File: src/rtl/fetch_redirect_pkg.sv
// Shared types for the fetch stage: basic widths, the fetch FSM state encoding,
// and the bundle handed to decode.
package fetch_redirect_pkg;

  typedef logic        u1;
  typedef logic [31:0] u32;
  typedef logic [63:0] u64;

  typedef enum logic [1:0] {
    S_BOOT,
    S_REQ,
    S_WAIT,
    S_HOLD
  } fetch_state_t;

  typedef struct packed {
    u64 pc;
    u32 instr;
    u1  misalign;
  } fetch_out_t;

  localparam u64 PC_RESET = 64'h8000_0000;

endpackage

File: src/rtl/fetch_redirect.sv
// Fetch-stage PC owner: issues instruction-bus requests, buffers one instruction
// for decode, and applies execute-stage redirects while respecting bus stability.
module fetch_redirect
  import fetch_redirect_pkg::*;
#(
  parameter u64 RESET_PC = PC_RESET
) (
  input  logic        clk,
  input  logic        resetn,
  input  logic        redirect_valid,
  input  logic [63:0] redirect_pc,
  output logic        flush,
  output logic        ireq_valid,
  output logic [63:0] ireq_addr,
  input  logic        iresp_addr_ok,
  input  logic        iresp_data_ok,
  input  logic [31:0] iresp_data,
  output logic        if_valid,
  input  logic        if_ready,
  output logic [63:0] if_pc,
  output logic [31:0] if_instr,
  output logic        if_misalign
);

  fetch_state_t state_q, state_d;
  u64           pc_q, pc_d;
  u64           pend_pc_q, pend_pc_d;
  logic         drop_q, drop_d;
  u32           instr_q, instr_d;
  logic         misalign_q, misalign_d;
  logic         aligned;
  logic         hold;
  fetch_out_t   if_out;

  assign aligned = (pc_q[1:0] == 2'b00);
  assign hold    = (state_q == S_HOLD);

  always_ff @(posedge clk or negedge resetn) begin
    if (!resetn) begin
      state_q    <= S_BOOT;
      pc_q       <= RESET_PC;
      pend_pc_q  <= '0;
      drop_q     <= 1'b0;
      instr_q    <= '0;
      misalign_q <= 1'b0;
    end else begin
      state_q    <= state_d;
      pc_q       <= pc_d;
      pend_pc_q  <= pend_pc_d;
      drop_q     <= drop_d;
      instr_q    <= instr_d;
      misalign_q <= misalign_d;
    end
  end

  always_comb begin
    state_d    = state_q;
    pc_d       = pc_q;
    pend_pc_d  = pend_pc_q;
    drop_d     = drop_q;
    instr_d    = instr_q;
    misalign_d = misalign_q;
    unique case (state_q)
      S_BOOT: begin
        if (redirect_valid) pc_d = redirect_pc;
        state_d = S_REQ;
      end
      S_REQ: begin
        if (!aligned) begin
          // Nothing was put on the bus, so a redirect can replace pc outright.
          if (redirect_valid) begin
            pc_d = redirect_pc;
          end else begin
            misalign_d = 1'b1;
            instr_d    = '0;
            state_d    = S_HOLD;
          end
        end else begin
          if (redirect_valid) begin
            pend_pc_d = redirect_pc;
            drop_d    = 1'b1;
          end
          if (iresp_addr_ok) state_d = S_WAIT;
        end
      end
      S_WAIT: begin
        if (iresp_data_ok) begin
          if (redirect_valid) begin
            pc_d    = redirect_pc;
            drop_d  = 1'b0;
            state_d = S_REQ;
          end else if (drop_q) begin
            pc_d    = pend_pc_q;
            drop_d  = 1'b0;
            state_d = S_REQ;
          end else begin
            instr_d    = iresp_data;
            misalign_d = 1'b0;
            state_d    = S_HOLD;
          end
        end else if (redirect_valid) begin
          pend_pc_d = redirect_pc;
          drop_d    = 1'b1;
        end
      end
      S_HOLD: begin
        if (redirect_valid) begin
          pc_d    = redirect_pc;
          state_d = S_REQ;
        end else if (if_ready) begin
          pc_d    = pc_q + 64'd4;
          state_d = S_REQ;
        end
      end
      default: state_d = S_BOOT;
    endcase
  end

  always_comb begin
    if_out = '0;
    if (hold) begin
      if_out.pc       = pc_q;
      if_out.instr    = instr_q;
      if_out.misalign = misalign_q;
    end
  end

  assign flush       = redirect_valid;
  assign ireq_valid  = (state_q == S_REQ) && aligned;
  assign ireq_addr   = ireq_valid ? pc_q : '0;
  assign if_valid    = hold && !redirect_valid;
  assign if_pc       = if_out.pc;
  assign if_instr    = if_out.instr;
  assign if_misalign = if_out.misalign;

endmodule
File: config.mk
export PLATFORM = sky130hd
export DESIGN_NAME = fetch_redirect
export DESIGN_NICKNAME = d
export VERILOG_FILES = /design/src/rtl/fetch_redirect_pkg.sv /design/src/rtl/fetch_redirect.sv
export SDC_FILE = /design/constraint.sdc
export NUM_CORES = 1
export LEC_CHECK = 0
export BUFFER_PORTS_ARGS = -buffer_cell sky130_fd_sc_hd__buf_2
export CAP_MARGIN = 20
export CORE_UTILIZATION = 30
export DETAILED_ROUTE_END_ITERATION = 10
export HOLD_SLACK_MARGIN = 0.1
export PLACE_DENSITY_LB_ADDON = 0.2
export SLEW_MARGIN = 15
export SYNTH_ARGS = -nofsm -noshare
export SYNTH_HDL_FRONTEND = slang
export SYNTH_SLANG_ARGS = --single-unit
File: constraint.sdc
create_clock -name clk -period 2.9 [get_ports clk]
set_clock_uncertainty 0.2 [all_clocks]
set_input_delay 0 -clock clk [delete_from_list [all_inputs] [get_ports clk]]
set_output_delay 0 -clock clk [all_outputs]
set_load 0.03 [all_outputs]
Word-level counts from Yosys, hierarchy flattened
Cells that the tools add are included.
{"block": "classes", "n_addsub": 1, "n_eq_ne": 14, "muxes": 39, "reduce_logical": 11}
{"cell": "2-to-1 mux 64 bit", "count": 11}
{"cell": "case mux 64 bit (4 select lines)", "count": 1}
{"cell": "2-to-1 mux 32 bit", "count": 5}
{"cell": "case mux 64 bit (2 select lines)", "count": 1}
{"cell": "2-to-1 mux 97 bit", "count": 1}
{"cell": "adder 64 x 3 -> 64 bit, second input constant", "count": 1}
{"cell": "case mux 32 bit (2 select lines)", "count": 1}
{"cell": "2-to-1 mux 2 bit", "count": 8}
{"cell": "!= test 2 bit, second input constant", "count": 7}
{"cell": "!= test 3 bit, second input constant", "count": 4}
{"cell": "2-to-1 mux 1 bit", "count": 8}
{"cell": "case mux 2 bit (4 select lines)", "count": 1}
{"cell": "AND reduction 4 bit", "count": 2}
{"cell": "AND reduction 6 bit", "count": 1}
{"cell": "equality test 2 bit, second input constant", "count": 2}
{"cell": "zero test 2 bit", "count": 2}
{"cell": "case mux 1 bit (2 select lines)", "count": 2}
{"cell": "AND reduction 3 bit", "count": 1}
{"cell": "equality test 2 x 1 -> 1 bit, second input constant", "count": 1}
{"cell": "logical AND 1 bit", "count": 2}
{"cell": "AND reduction 2 bit", "count": 1}
{"cell": "nonzero test 2 bit", "count": 1}
{"cell": "zero test 1 bit", "count": 1}
{"block": "word_totals", "regBits": 164, "input_bits": 102, "output_inout_bits": 164, "word_cells": 71}

Depth between registers and ports, before layout
{"block": "depth", "word_depth": 4, "mapped_depth": 10, "mapped_depth_nobuf": 7}

Worst setup path before layout
Ideal clock, no wire load.
{"block": "synth_timing", "path_type": "reg-to-reg", "startpoint": "register state_q[0]", "endpoint": "register pc_q[55]", "setup_time_ns": 0.126, "t_arrival_ns": 2.096, "t_required_ns": 2.574, "slack_ns": 0.478, "path_stages_with_launch": 11, "path_buffers": 3, "period_less_slack_ns": 2.422, "path_cell_list": "dfrtp_1 -> inv_1 -> ha_1 -> buf_2 -> mux2_2 -> o2111ai_2 -> buf_2 -> buf_2 -> nor2_1 -> a221oi_1 -> nand2_1"}
{"block": "synth_between", "elab_chain_cells": 3, "word_cells_on_any_way": 10, "classes_between": "7 x eq/ne; 1 x mux; 2 x reduce/logical"}
{"item": "from (decl)", "line_no": "fetch_redirect.sv:25", "rtl": "fetch_state_t state_q, state_d;"}
{"item": "from (signal assigned)", "line_no": "fetch_redirect.sv:47", "rtl": "state_q <= state_d;"}
{"item": "equality test 2 bit or equality test 2 x 1 -> 1 bit (tied branches)", "line_no": "fetch_redirect.sv:63", "rtl": "unique case (state_q)"}
{"item": "!= test 3 bit (no line) or != test 2 bit (tied branches)"}
{"item": "AND reduction 4 bit (no line)"}
{"item": "to (signal assigned)", "line_no": "fetch_redirect.sv:48", "rtl": "pc_q <= pc_d;"}
{"item": "to (decl)", "line_no": "fetch_redirect.sv:26", "rtl": "u64 pc_q, pc_d;"}
Parallel ways exist; a longest one is shown, timed or not.
A chain may end at the register's enable or synchronous reset.

Worst setup path in the final report
{"block": "layout_timing", "startpoint": "register state_q[1]", "endpoint": "register pend_pc_q[1]"}
{"block": "layout_between", "elab_chain_cells": 3, "word_cells_on_any_way": 7, "classes_between": "4 x eq/ne; 1 x mux; 2 x reduce/logical"}
{"item": "equality test 2 x 1 -> 1 bit or equality test 2 bit (tied branches)", "line_no": "fetch_redirect.sv:63"}
{"item": "!= test 2 bit (no line) or nonzero test 2 bit (tied branches)"}
{"item": "AND reduction 3 bit (no line)"}
{"item": "to (signal assigned)", "line_no": "fetch_redirect.sv:49", "rtl": "pend_pc_q <= pend_pc_d;"}
{"item": "to (decl)", "line_no": "fetch_redirect.sv:27", "rtl": "u64 pend_pc_q, pend_pc_d;"}
Parallel ways exist; a longest one is shown, timed or not.

==> flow_summary.toml <==
[placed_design]
dp_cells = 1743
io_buffer_count = 263
dp_slack_ns = 0.209
placed_cell_area_sq_um = 11800
routabilityCongestion = 0.852
dpl.hpwl_microns = 23000

[route]
viasPerCell = 5.15
totalWireLength_microns = 34400
drt_pass1_iterations = 5
drt_iter0_drc = 747
wl_per_cell_microns = 18.2
drc = 0
num_vias = 9768
ant_nets = 0

[cts]
root_buffer = "clkbuf_16"
clock_latency_ns = 0.43
path_clk_slew_ns = 0.07
cts_buffers = 17
h-tree-depth = 4
numClockSinks = 164
cts_buffer_depth = 2
cts_tree = "built"

[yosys]
syn_inst = 1089
synth_top_area_share_pct = 41.7
yosysUniqueCellTypes = 65
yosys_warnings = 0
synth_seq_cells = 164
synthTopCellsByCount = "dfrtp_1 (163), and2_1 (152), nand2_1 (112)"
synth-edff-count = 0
synthesis.area_sq_um = 9790
synth_most_common_cell = "dfrtp_1"
async_flop_share_pct = 100
ys_seq_area_share_pct = 41.9
synth_top_area_cell = "dfrtp_1"
yosys-top-cells-area = "dfrtp_1 (42%), and2_1 (9.7%), mux2_2 (7.6%)"
synth_ff_type = "dfrtp_1"
syn_avg_cell_area_sq_um = 8.99

[timing]
tightestPinTransition_ns = 0.549
slew_viol_final = 0
fin_crit_sh_pct = 94.6
tns_ns = 0
fin_ws_ns = 0.157
max_slew_margin_pct = 63.4
hold_viol_final = 0
period_needed_ns = 2.74
rsz0062_at_grt = "false"
hold_ws_ns = 0.150
max_freq_ghz = 0.365
setup_violations = 0

[critical_path]
cp.required_ns = 3.01
endpoint = "pend_pc_q[1]"
crit_buf_inv = 3
r2r_setup_slack_ns = 0.16
start_kind = "flip-flop"
worst-path-max-fanout = 9
worstSetupPathType = "reg2reg"
ff2ff_path_depth = 8
regToRegEndpoint = "pend_pc_q[1]"
r2r-start = "state_q[1]"
crit_arrival_ns = 2.85
crit_family = "buffers and inverters"
cpPeakStageDelay_ns = 0.56
startpoint = "state_q[1]"
path_depth = 8
end_kind = "flip-flop"
worst_path_max_delay_cell = "dlygate4sd3_1"
cp_cell_sequence = "inv_1, ha_1, o21ai_0, o211ai_1, a21oi_4, buf_4, mux2_2, dlygate4sd3_1"

[power_and_ir_drop]
ir_worst_vdd_uv = 431
p_leak_uw = 0.00617
power_density_nw_per_um2 = 976

[finish]
final_cells = 1895
syn_to_final_growth_pct = 39.4
drive_gt1_share_pct = 30.0
final_area_sq_um = 13700
fin_nets = 1551
fillers = 3173

[floorplanning]
die_height_microns = 183
die_area_sq_um = 33400
start_util_pct = 30.8
num_rows = 65
coreArea_sq_um = 31800
ioPinCount = 266
die_w_microns = 183

[grt]
antenna_found_initial = 2
track_usage_pct = 20.4
grt_first_pass_wirelength_microns = 53000
grt_pass1_vias = 9352
overflow = 0
grt_max_degree = 67

[min_path]
min_path_type = "in2reg"

[outcome]
status = "complete, no violations"

[job]
max-cap-violations = 0
==> worst register-to-register path: stages (launching register included) <==
cell           delay (ns)
dfrtp_2              0.41
inv_1                0.08
ha_1                 0.23
o21ai_0              0.13
o211ai_1             0.21
a21oi_4              0.23
buf_4                0.23
mux2_2               0.35
dlygate4sd3_1        0.56
==> per-stage QoR <==
step	total power (uW)	util [%]
final	13300	42.9
after detailed placement	10500	37.1
after CTS	13300	42.7
after floorplan	8360	-
after global routing	14200	42.9
after global placement	10400	37.1
==> logic make-up (layout without fill, tap and decap cells) <==
kind of cell | after synthesis | count (layout) | synth area share, %
flops | 164 | 164 | 41.9
simple gates | 491 | 491 | 27.6
buf+inv | 113 | 480 | 4.82
compound gates | 245 | 245 | 17.0
fa+ha+maj | 4 | 4 | 0.511
other cells | 1 | 5 | 0.0383
mux | 71 | 71 | 8.10
==> how the worst min path moves through the flow <==
stage / startpoint / end / depth (start not counted)
floorplan: resetn / drop_q / 0
global placement: resetn / pend_pc_q[8] / 1
detailed placement: resetn / pend_pc_q[7] / 1
CTS: redirect_pc[17] / pend_pc_q[17] / 3
global route: redirect_pc[17] / pend_pc_q[17] / 3
finish: redirect_pc[18] / pend_pc_q[18] / 3
==> where the power goes <==
part	switching, uW	internal, uW
Clock	1040	1460
Sequential	1190	3390
Combinational	3690	2570
==> state kept, by name, indices dropped and copies added, names as in the netlist <==
| signal | flops |
|---|---|
| pc_q | 64 |
| pend_pc_q | 64 |
| instr_q | 32 |
| state_q | 2 |
| drop_q | 1 |
| misalign_q | 1 |
==> routing by layer <==
layer | vias up | GRT usage [%] | wire [microns]
li1 | 4681 | - | -
met1 | 4714 | 28.1 | 16100
met2 | 347 | 33.1 | 15800
met3 | 26 | 3.83 | 2130
met4 | 0 | 4.61 | 404
met5 | - | 0 | 0
==> cell type report <==
type	instances	area, sq um	area share, %
antenna	3	7.51	0.0550
clock buffer	18	429	3.14
clock inverter	13	198	1.45
inverter	17	63.8	0.467
multi-input combinational	813	5300	38.8
sequential	164	4110	30.1
tap	435	544	3.99
timing repair buffer	432	3010	22.0
==> timing repair <==
item	CTS	global route
endpoints found under the setup margin	0	54
endpoints found under the hold margin	327	0
hold buffers	114	0
buffers inserted	0	2
gates resized for setup	0	6
==> cells in the final DEF (no fill, tap or decap), types with 12 or more instances in the layout <==
cell type      Yosys  final
dlygate4sd3_1      0    113
dfrtp_1          163    162
a21oi_1           21     20
and3_1            12     12
a222oi_1          12     12
clkbuf_16          0     18
mux2_2            66     66
nor3_1            13     13
nor4_1            18     18
o21ai_0           97     97
buf_4              5     44
and2_1           152    152
nor2_1            53     53
nand3_1           45     45
a22oi_1           30     30
inv_1             17     16
o211ai_1          14     14
buf_2             23    262
nand2_1          112    112
nand4_1           42     42
No activity file was read; power rests on OpenSTA's default activity.
